## config.mk

```make
export PLATFORM = sky130hd
export DESIGN_NAME = uart_tx_arbiter
export DESIGN_NICKNAME = d
export VERILOG_FILES = /design/src/rtl/uart_tx_arbiter.sv
export SDC_FILE = /design/constraint.sdc
export NUM_CORES = 1
export LEC_CHECK = 0
export CORE_MARGIN = 2
export CORE_UTILIZATION = 46
export DETAILED_ROUTE_END_ITERATION = 12
export PLACE_DENSITY = 0.87
export SLEW_MARGIN = 20
export SYNTH_ARGS = -nofsm -noshare
export SYNTH_HDL_FRONTEND = slang
export SYNTH_SLANG_ARGS = --single-unit
```

## constraint.sdc

```tcl
create_clock -name clk -period 5.8 [get_ports clk]
set_input_delay 0.58 -clock clk [delete_from_list [all_inputs] [get_ports clk]]
set_output_delay 0.58 -clock clk [all_outputs]
set_load 0.02 [all_outputs]
```

## src/rtl/uart_tx_arbiter.sv

```systemverilog
// Round-robin arbiter that shares one UART transmitter among NUM_REQ byte sources.
// It grants one byte per frame, drives that requester's frame format, pulses start and tracks tx_busy.
module uart_tx_arbiter #(
    parameter int NUM_REQ      = 4,
    parameter int BUSY_TIMEOUT = 16,
    localparam int ID_W        = $clog2(NUM_REQ)
) (
    input  logic                 clk,
    input  logic                 rst,
    input  logic [NUM_REQ-1:0]   req_valid,
    input  logic [8*NUM_REQ-1:0] req_data,
    input  logic [5*NUM_REQ-1:0] req_cfg,
    output logic [NUM_REQ-1:0]   req_ready,
    output logic [7:0]           tx_data,
    output logic [4:0]           tx_cfg,
    output logic                 tx_start,
    input  logic                 tx_busy,
    output logic [ID_W-1:0]      grant_id,
    output logic                 arb_idle,
    output logic                 start_err
);

    typedef enum logic [2:0] {
        IDLE,
        LOAD,
        START,
        WAIT_BUSY,
        WAIT_DONE
    } state_t;

    state_t            state, state_n;
    logic [ID_W-1:0]   last_grant, last_grant_n;
    logic [ID_W-1:0]   grant_id_n;
    logic [7:0]        tx_data_n;
    logic [4:0]        tx_cfg_n;
    logic [NUM_REQ-1:0] req_ready_n;
    logic              tx_start_n;
    logic              start_err_n;
    logic              arb_idle_n;
    logic [7:0]        busy_cnt, busy_cnt_n;

    logic [7:0]        data_arr [NUM_REQ];
    logic [4:0]        cfg_arr  [NUM_REQ];
    logic              found;
    logic [ID_W-1:0]   winner;
    logic [ID_W-1:0]   cand;

    for (genvar g = 0; g < NUM_REQ; g++) begin : g_unpack
        assign data_arr[g] = req_data[8*g +: 8];
        assign cfg_arr[g]  = req_cfg[5*g +: 5];
    end

    // First valid requester searching upward from the one after last_grant.
    always_comb begin
        found  = 1'b0;
        winner = '0;
        cand   = '0;
        for (int unsigned k = 1; k <= NUM_REQ; k++) begin
            cand = ID_W'((32'(last_grant) + k) % NUM_REQ);
            if (!found && req_valid[cand]) begin
                found  = 1'b1;
                winner = cand;
            end
        end
    end

    always_comb begin
        state_n      = state;
        last_grant_n = last_grant;
        grant_id_n   = grant_id;
        tx_data_n    = tx_data;
        tx_cfg_n     = tx_cfg;
        req_ready_n  = '0;
        tx_start_n   = 1'b0;
        start_err_n  = 1'b0;
        busy_cnt_n   = busy_cnt;
        unique case (state)
            IDLE: begin
                if (!tx_busy && found) begin
                    state_n      = LOAD;
                    last_grant_n = winner;
                    grant_id_n   = winner;
                    tx_data_n    = data_arr[winner];
                    tx_cfg_n     = cfg_arr[winner];
                    req_ready_n  = NUM_REQ'(1) << winner;
                end
            end
            LOAD: begin
                state_n    = START;
                tx_start_n = 1'b1;
            end
            START: begin
                busy_cnt_n = '0;
                state_n    = WAIT_BUSY;
            end
            WAIT_BUSY: begin
                if (tx_busy) begin
                    state_n = WAIT_DONE;
                end else begin
                    busy_cnt_n = busy_cnt + 8'd1;
                    if (busy_cnt_n == 8'(BUSY_TIMEOUT)) begin
                        start_err_n = 1'b1;
                        state_n     = IDLE;
                    end
                end
            end
            WAIT_DONE: begin
                if (!tx_busy) state_n = IDLE;
            end
            default: state_n = IDLE;
        endcase
        // Outputs are registered, so idle reflects the state being entered.
        arb_idle_n = (state_n == IDLE);
    end

    always_ff @(posedge clk) begin
        if (rst) begin
            state      <= IDLE;
            last_grant <= ID_W'(NUM_REQ - 1);
            grant_id   <= '0;
            tx_data    <= 8'h00;
            tx_cfg     <= 5'b01011;
            req_ready  <= '0;
            tx_start   <= 1'b0;
            start_err  <= 1'b0;
            arb_idle   <= 1'b1;
            busy_cnt   <= '0;
        end else begin
            state      <= state_n;
            last_grant <= last_grant_n;
            grant_id   <= grant_id_n;
            tx_data    <= tx_data_n;
            tx_cfg     <= tx_cfg_n;
            req_ready  <= req_ready_n;
            tx_start   <= tx_start_n;
            start_err  <= start_err_n;
            arb_idle   <= arb_idle_n;
            busy_cnt   <= busy_cnt_n;
        end
    end

endmodule

```

**After elaboration in Yosys (flattened, before gate mapping)**

Cells that the tools add are included.

- Logic and storage cells: 77
- Register bits after elaboration: 35
- Output and inout bits: 22

- Equal/unequal tests: 6
- Reductions and logical operators: 15
- Bitwise logic cells: 4
- Mux-type cells: 31
- Magnitude comparators: 5
- Shifts and indexed selects: 1
- $add $sub $neg: 5

Operator list:

| kind | count |
|---|---|
| two-way mux 8 bit | 3 |
| binary-select mux 8 bit (select 2 bit) | 1 |
| one-hot mux 8 bit (2 select lines) | 1 |
| one-hot mux 3 bit (5 select lines) | 1 |
| less-than comparator 2 x 3 -> 1 bit, second input constant | 4 |
| two-way mux 3 bit | 4 |
| binary-select mux 5 bit (select 2 bit) | 1 |
| two-way mux 1 bit | 10 |
| two-way mux 5 bit | 2 |
| adder 8 x 1 -> 8 bit, second input constant | 1 |
| binary-select mux 1 bit (select 2 bit) | 4 |
| equality test 8 x 5 -> 1 bit, second input constant | 1 |
| two-way mux 2 bit | 4 |
| equality test 3 x 2 -> 1 bit, second input constant | 2 |
| logical NOT 3 bit | 2 |
| OR reduction 3 bit | 2 |
| adder 2 x 1 -> 2 bit, second input constant | 2 |
| adder 2 bit, second input constant | 2 |
| logical AND 1 bit | 4 |
| logical NOT 1 bit | 4 |
| AND reduction 2 bit | 2 |
| << shifter 1 x 2 -> 4 bit, first input constant | 1 |
| equality test 3 x 1 -> 1 bit, second input constant | 1 |
| equality test 3 bit, second input constant | 1 |
| 5 further kinds | 7 |

**Longest topological paths before layout**

Gate-level depths: netlist (run 1).

- Depth in word-level cells: 17
- Mapped depth: 8
- Depth with buffers taken out: 6

**Worst setup path after synthesis (run 1)**

Ideal clock, no wire load.

- Path kind: in2reg
- From: input port req_valid[2]
- To: register tx_cfg[2]
- Buffers on the path: 2
- Arrival time: 1784 ps
- Data required time: 5667 ps
- Slack: 3883 ps
- Stages: 7
- Path through: nand2b_1 o22ai_2 a21o_1 buf_4 buf_4 mux2i_1 o221ai_1

- Longest elaborated chain between the ends: 16
- Elaborated cells on any way between the ends: 28
- Classes of those cells: mux: 19; bitwise: 1; reduce/logical: 8

RTL lines:

| element | line | source |
|---|---|---|
| start, declared | 10 | `input logic [NUM_REQ-1:0] req_valid,` |
| binary-select mux 1 bit (select 2 bit) | 60 | `if (!found && req_valid[cand]) begin` |
| two-way mux 1 bit (not written as such) | 60 |  |
| two-way mux 1 bit | 60 |  |
| logical NOT 1 bit | 60 |  |
| logical AND 1 bit | 60 |  |
| two-way mux 1 bit | 60 |  |
| logical NOT 1 bit | 60 |  |
| logical AND 1 bit | 60 |  |
| two-way mux 1 bit | 60 |  |
| logical NOT 1 bit | 60 |  |
| logical AND 1 bit | 60 |  |
| two-way mux 2 bit | 60 |  |
| inverter 2 -> 3 bit (not written as such) | 84 | `tx_cfg_n = cfg_arr[winner];` |
| binary-select mux 5 bit (select 2 bit) | 84 |  |
| two-way mux 5 bit (not written as such) (2 in series) | 84 |  |
| end signal, assigned | 133 | `tx_cfg <= tx_cfg_n;` |
| end, declared | 15 | `output logic [4:0] tx_cfg,` |

Parallel ways exist; a longest one is shown, timed or not. The select of a mux whose other input is x is not followed.
A chain may end at the register's enable or synchronous reset.

**Final worst setup path (run 1)**

- From: input port tx_busy
- To: register tx_cfg[2]

- Longest elaborated chain between the ends: 3

RTL lines:

| element | line | source |
|---|---|---|
| start, declared | 17 | `input logic tx_busy,` |
| logical NOT 1 bit | -- |  |
| logical AND 1 bit | 79 | `if (!tx_busy && found) begin` |
| AND reduction 2 bit (no source line) | -- |  |

No other way between the ends.

==> results of run 1 <==
==> worst paths after layout <==
kind	cells past startpoint	slack, ps	from	endpoint
setup reg to reg	5	2980	state[0]	tx_cfg[2]
hold reg to reg	2	500	tx_cfg[3]	tx_cfg[3]
setup / recovery	5	2700	tx_busy	tx_cfg[2]
hold / removal	2	500	tx_cfg[3]	tx_cfg[3]
==> layout make-up <==
| cell class | instances | area (um2) |
|---|---|---|
| Fill cell | 341 | 1250 |
| Multi-Input combinational cell | 174 | 1160 |
| Timing Repair Buffer | 80 | 796 |
| Sequential cell | 35 | 701 |
| Clock buffer | 7 | 76.3 |
| Tap cell | 50 | 62.6 |
| Inverter | 10 | 37.5 |
| Clock inverter | 1 | 5.00 |
==> critical path: stages <==
cell	delay [ps]
clkdlybuf4s50_1	710
nor3_2	1010
and2_1	510
nand2b_1	240
o221ai_1	250
==> state kept, by name, summed over array words and instances (netlist names) <==
register,flops
arb_idle,1
busy_cnt,8
grant_id,2
last_grant,2
req_ready,4
start_err,1
state,3
tx_cfg,5
tx_data,8
tx_start,1
==> routing by layer <==
layer | global-route usage (%) | vias up | routed length (um)
li1 | - | 1006 | -
met1 | 32.6 | 939 | 2550
met3 | 5.67 | 13 | 385
met2 | 37.4 | 76 | 2650
met5 | 0 | - | 0
met4 | 8.76 | 0 | 142
==> where the power goes <==
group | leakage [nW] | switching, mW | internal [mW] | total (mW)
logic | 0.732 | 0.101 | 0.107 | 0.208
clock network | 0.0422 | 0.0913 | 0.0844 | 0.176
registers | 0.286 | 0.0171 | 0.261 | 0.278
==> synthesized netlist by cell type (2+ instances only) <==
cell,number
clkbuf_1,6
a211oi_1,21
a311oi_1,2
dfxtp_1,35
nor2b_1,2
mux2i_1,17
nand3b_1,6
o21ai_0,2
inv_1,9
o221ai_1,3
nand4b_1,2
or3_4,2
buf_6,2
a21oi_1,14
o211ai_1,3
nand2_1,14
mux2_2,3
a31oi_1,2
nor3_1,6
buf_4,2
nand2b_1,6
o21bai_1,8
nand3_1,7
buf_2,6
nor2_1,27
or4_1,2
a21o_1,2
nor4_1,3
==> cell families after synthesis <==
| kind of cell | synth area share [%] |
|---|---|
| buffers and inverters | 6.43 |
| XOR/XNOR | 0.441 |
| AND/OR/NAND/NOR | 22.6 |
| flip-flops | 35.3 |
| adder cells (fa/ha/maj) | 0.630 |
| AO/OA/AOI/OAI | 24.3 |
| multiplexers | 10.3 |
==> per-stage QoR <==
step | hold slack, ps | area, um2 | setup slack, ps
2_1_floorplan | 503 | 1980 | 3880
3_3_place_gp | 479 | 2760 | 2530
3_5_place_dp | 483 | 2760 | 2490
4_1_cts | 501 | 2840 | 2790
5_1_grt | 531 | 2840 | 2530
6_report | 497 | 2840 | 2700
==> results.md, run 1 <==
* Status: finished clean
* Worst slew pin tran at 1080 ps
* LEAKAGE at 1.06 nW
* Share of layout cells above drive strength 1 at 6.84%
* Largest net degree at the start of global routing at 34
* Final Hold Fails at 0
* Wirelength per Cell at 16.1 um
* Netlist cell types at 49
* # Post-CTS Setup Buffers at 0
* Most common cell after layout, fill and taps aside: clkdlybuf4s50_1
* Hpwl dp at 4040 um
* Number of synthesized flops with an enable pin at 0
* Synth async-reset ratio at 0%
* Setup-failing EPs final at 0
* GPL Wtd Cong at 0.758
* Syn Nets at 295
* Die Wd at 69.7 um
* Synth-to-layout area growth at 42.9%
* Final count of pins violating max slew at 0
* DIE HEIGHT at 69.7 um
* Max_cap viols at 0
* First-pass GRT wire length at 9410 um
* Overflow after GRT at 0
* Input/output buffers at 80
* Power after layout at 0.661 mW
* Max frequency at 0.323 GHz
* Core area at 4090 um2
* Non-Filler Instances at 357
* Yosys reg bits at 35
* Num CTS Buffers at 5
* Crit end category: flop
* CTS clk-pin slew, worst paths at 70 ps
* Number of placed instances, taps included at 349
* Peak VDD IR at 0.158 mV
* TritonRoute pass-1 iters at 4
* Synth Area per Inst at 8.44 um2
* Seq/Total Area, Yosys at 35.3%
* Final wirelength at 5730 um
* Final worst-path cycle share at 53.4%
* Final Util at 69.4%
* GRT Util Overall at 24.1%
* Worst Path Required at 6010 ps
* Crit Path Class: in -> reg
* Worst clock skew at 9.27 ps
* Top Ports at 81
* Via-to-Cell Ratio at 5.70
* Most frequent cells in the layout: clkdlybuf4s50_1, dfxtp_1, nor2_1
* Max FO, Critical Path at 17
* Initial DRC count at 125
* Final net count at 366
* Unrepaired setup endpoints after global routing: no
* Number of global-route vias before repair at 1,872
* DIE AREA at 4860 um2
* Std-Cell Rows at 23
* Initial antenna violation count at 0
* Ranking of synthesized cells by area: dfxtp_1, mux2i_1, a211oi_1
* Pwr dens at 233 nW/um2
* CTS resizes at 0
* Post-route ant nets at 0
* Post-cts hold buffer count at 0
* Synth Instances at 235
* Via count at 2,034
* Primary FF master, synth: dfxtp_1
* Setup TNS at 0 ps
* Clk buf depth at 2
* Top-area cell type share of the netlist area at 35.3%
* Drt drc at 0
* CP Launch Type: input port
* Initial Util at 48.6%
* Min Tclk post-route at 3100 ps
* Antenna cells at 0
* H-tree levels at 2
* CTS tree: done
* Root Driver: clkbuf_8
* Leading area contributor after synthesis: dfxtp_1
* Hold Crit Class: reg -> reg
* Mapped Area at 1980 um2
* Slew margin rel. at 27.3%
* Sink Count at 35
* Synth Warn # at 0
* Worst EP arrival at 3310 ps
* Worst-Skew Late Latency at 290 ps
(Power assumes the default switching activity.)
==> run 2: changes to the inputs <==
CORE_UTILIZATION = 39   (was 46)
PLACE_DENSITY = 0.79   (was 0.87)
clock period = 2.8 ns   (was 5.8 ns; I/O delays follow)
==> run 2 against run 1 <==
  * Hold slack better by 10 ps
  * Non-clock buffer count grew 5
  * Total power grew 130%
  * Register-to-register slack lost 2400 ps
  * Core utilization is 8.1 points lower
  * Critical path depth stayed put
  * Via count decreased by 2.2%
  * Routed wire length fell by 3.4%
  * First-iteration DRC count rose by 13%
  * Largest cell class unchanged
==> results.md, run 2 (synthesis gave the netlist of run 1 again) <==
* Num CTS Buffers at 5 (unchanged)
* Initial antenna violation count at 0 (unchanged)
* CP Launch Type: flop
* Crit Path Class: reg -> reg
* Largest net degree at the start of global routing at 22 (-35%)
* Initial DRC count at 141 (+13%)
* GPL Wtd Cong at 0.862 (+14%)
* Post-Layout Inst Area at 2950 um2 (+4.1%)
* H-tree levels at 2 (unchanged)
* FF+latch area at 701 um2 (unchanged)
* Worst path cell trace: or3_4 > nor3_2 > and2_1 > nand2b_1 > o221ai_1
* Setup-failing EPs final at 0 (unchanged)
* Max_cap viols at 0 (unchanged)
* Hold Crit Depth at 2 (unchanged)
* CTS clk-pin slew, worst paths at 80 ps (about the same)
* Most common cell after layout, fill and taps aside: clkdlybuf4s50_1
* Unrepaired setup endpoints after global routing: no
* Post-route ant nets at 0 (unchanged)
* Share of layout cells above drive strength 1 at 8.33% (+1.5 points)
* Final net count at 371 (+1.4%)
* Root Driver: clkbuf_8
* Non-Filler Instances at 379 (+6.2%)
* First-pass GRT wire length at 8310 um (-12%)
* Fillers at 412 (+21%)
* R2R depth at 5 (unchanged)
* Die Wd at 75.3 um (+8.1%)
* Max frequency at 0.441 GHz
* TritonRoute pass-1 iters at 4 (unchanged)
* Slowest cell on crit path: dfxtp_1
* Initial Util at 41.2% (-7.4 points)
* Sink Count at 35 (unchanged)
* Place WS at 283 ps (-2200 ps)
* CTS tree: done
* Number of global-route vias before repair at 1,845 (-1.4%)
* Worst Path Required at 3010 ps (-3000 ps)
* Most frequent cells in the layout: clkdlybuf4s50_1, dfxtp_1, nor2_1
* Min Tclk post-route at 2270 ps
* Status: finished clean
* Via count at 1,989 (-2.2%)
* Overflow after GRT at 0 (unchanged)
* Drt drc at 0 (unchanged)
* Placed cell areas at 2830 um2 (+2.6%)
* Synth-to-layout area growth at 48.7%
* Top Ports at 81 (unchanged)
* Peak VDD IR at 0.318 mV (+100%)
* DIE AREA at 5670 um2 (+17%)
* Multi-input gate area at 1160 um2 (-0.11%)
* Setup TNS at 0 ps (unchanged)
* Final count of pins violating max slew at 0 (unchanged)
* Post-cts hold buffer count at 0 (unchanged)
* LEAKAGE at 1.11 nW (+4.7%)
* Worst slew pin tran at 760 ps (-324 ps)
* Pwr dens at 513 nW/um2 (+120%)
* Critical path's largest stage delay at 460 ps (-550 ps)
* CTS resizes at 0 (unchanged)
* Final setup margin at 534 ps (-2170 ps)
* Slew margin rel. at 48.9% (+22 points)
* Worst EP arrival at 2470 ps (-840 ps)
* Worst-Skew Late Latency at 290 ps (about the same)
* Hpwl dp at 4080 um (+0.99%)
* Wirelength per Cell at 14.6 um (-9.0%)
* Final worst-path cycle share at 80.9%
* Power after layout at 1.51 mW (+130%)
* GRT Util Overall at 18.8% (-5.2 points)
* Core area at 4820 um2 (+18%)
* Std-Cell Rows at 25 (+8.7%)
* Hold Crit Class: reg -> reg
* # Post-CTS Setup Buffers at 0 (unchanged)
* Top flop regs: busy_cnt (8), tx_data (8), tx_cfg (5)
* Input/output buffers at 80 (unchanged)
* Clk buf depth at 2 (unchanged)
* Max FO, Critical Path at 14 (-3)
* Final wirelength at 5540 um (-3.4%)
* Final Hold Fails at 0 (unchanged)
* Worst clock skew at 2.61 ps (-6.66 ps)
* Worst R2R Setup Slack at 530 ps (-2450 ps)
* Crit end category: flop
* Via-to-Cell Ratio at 5.25 (-7.9%)
* Number of placed instances, taps included at 371 (+6.3%)
* Antenna cells at 0 (unchanged)
* DIE HEIGHT at 75.3 um (+8.1%)
run 2: changes by cell type in the layout (fill, tap and decap cells not counted):
cell,delta
a21o_2,-1
clkinv_2,-1
a21o_1,+1
bufinv_16,+1
clkbuf_8,+1
buf_4,+4
buf_12,+1
buf_2,-1
clkbuf_1,-2
inv_6,+1
clkdlybuf4s50_1,+1
run 2: per-stage QoR:
step           hold WS [ps]  util [%]
3_3_place_gp            486      58.7
6_report                508      61.2
4_1_cts                 504      61.2
5_1_grt                 528      61.2
3_5_place_dp            485      58.7
2_1_floorplan           477         -
run 2: per-layer routing:
layer	vias up	GRT usage, %	part of all wire (%)	routed length, um
met1	912	25.0	43	2400
met3	4	4.10	6.2	344
met4	0	7.02	1.0	57
li1	1018	-	-	-
met5	-	0	0	0
met2	55	30.2	49	2740
run 2: critical path: cells and delay by family (launching register included):
kind / cells / cell delay [ps]
AND/OR/NAND/NOR: 4 / 1490
AO/OA/AOI/OAI: 1 / 230
flip-flops: 1 / 460
run 2: final timing paths:
kind,end,from
worst max-delay path,tx_data[4],state[0]
worst max register to register,tx_data[4],state[0]
worst min register to register,grant_id[1],grant_id[1]
worst min-delay path,grant_id[1],grant_id[1]
run 2: final cells by class:
class / count / area share (%)
clock buffers: 6 / 2.80
inverters: 10 / 1.27
well taps: 67 / 2.84
flip-flops and latches: 35 / 23.7
clock inverters: 2 / 1.31
multi-input cells: 174 / 39.2
repair buffers: 85 / 28.8
run 2: report_power, final:
group / internal [mW] / switching [mW] / leakage [nW] / total [mW]
registers: 0.541 / 0.0346 / 0.286 / 0.575
logic: 0.235 / 0.210 / 0.762 / 0.445
clock network: 0.293 / 0.199 / 0.0618 / 0.492
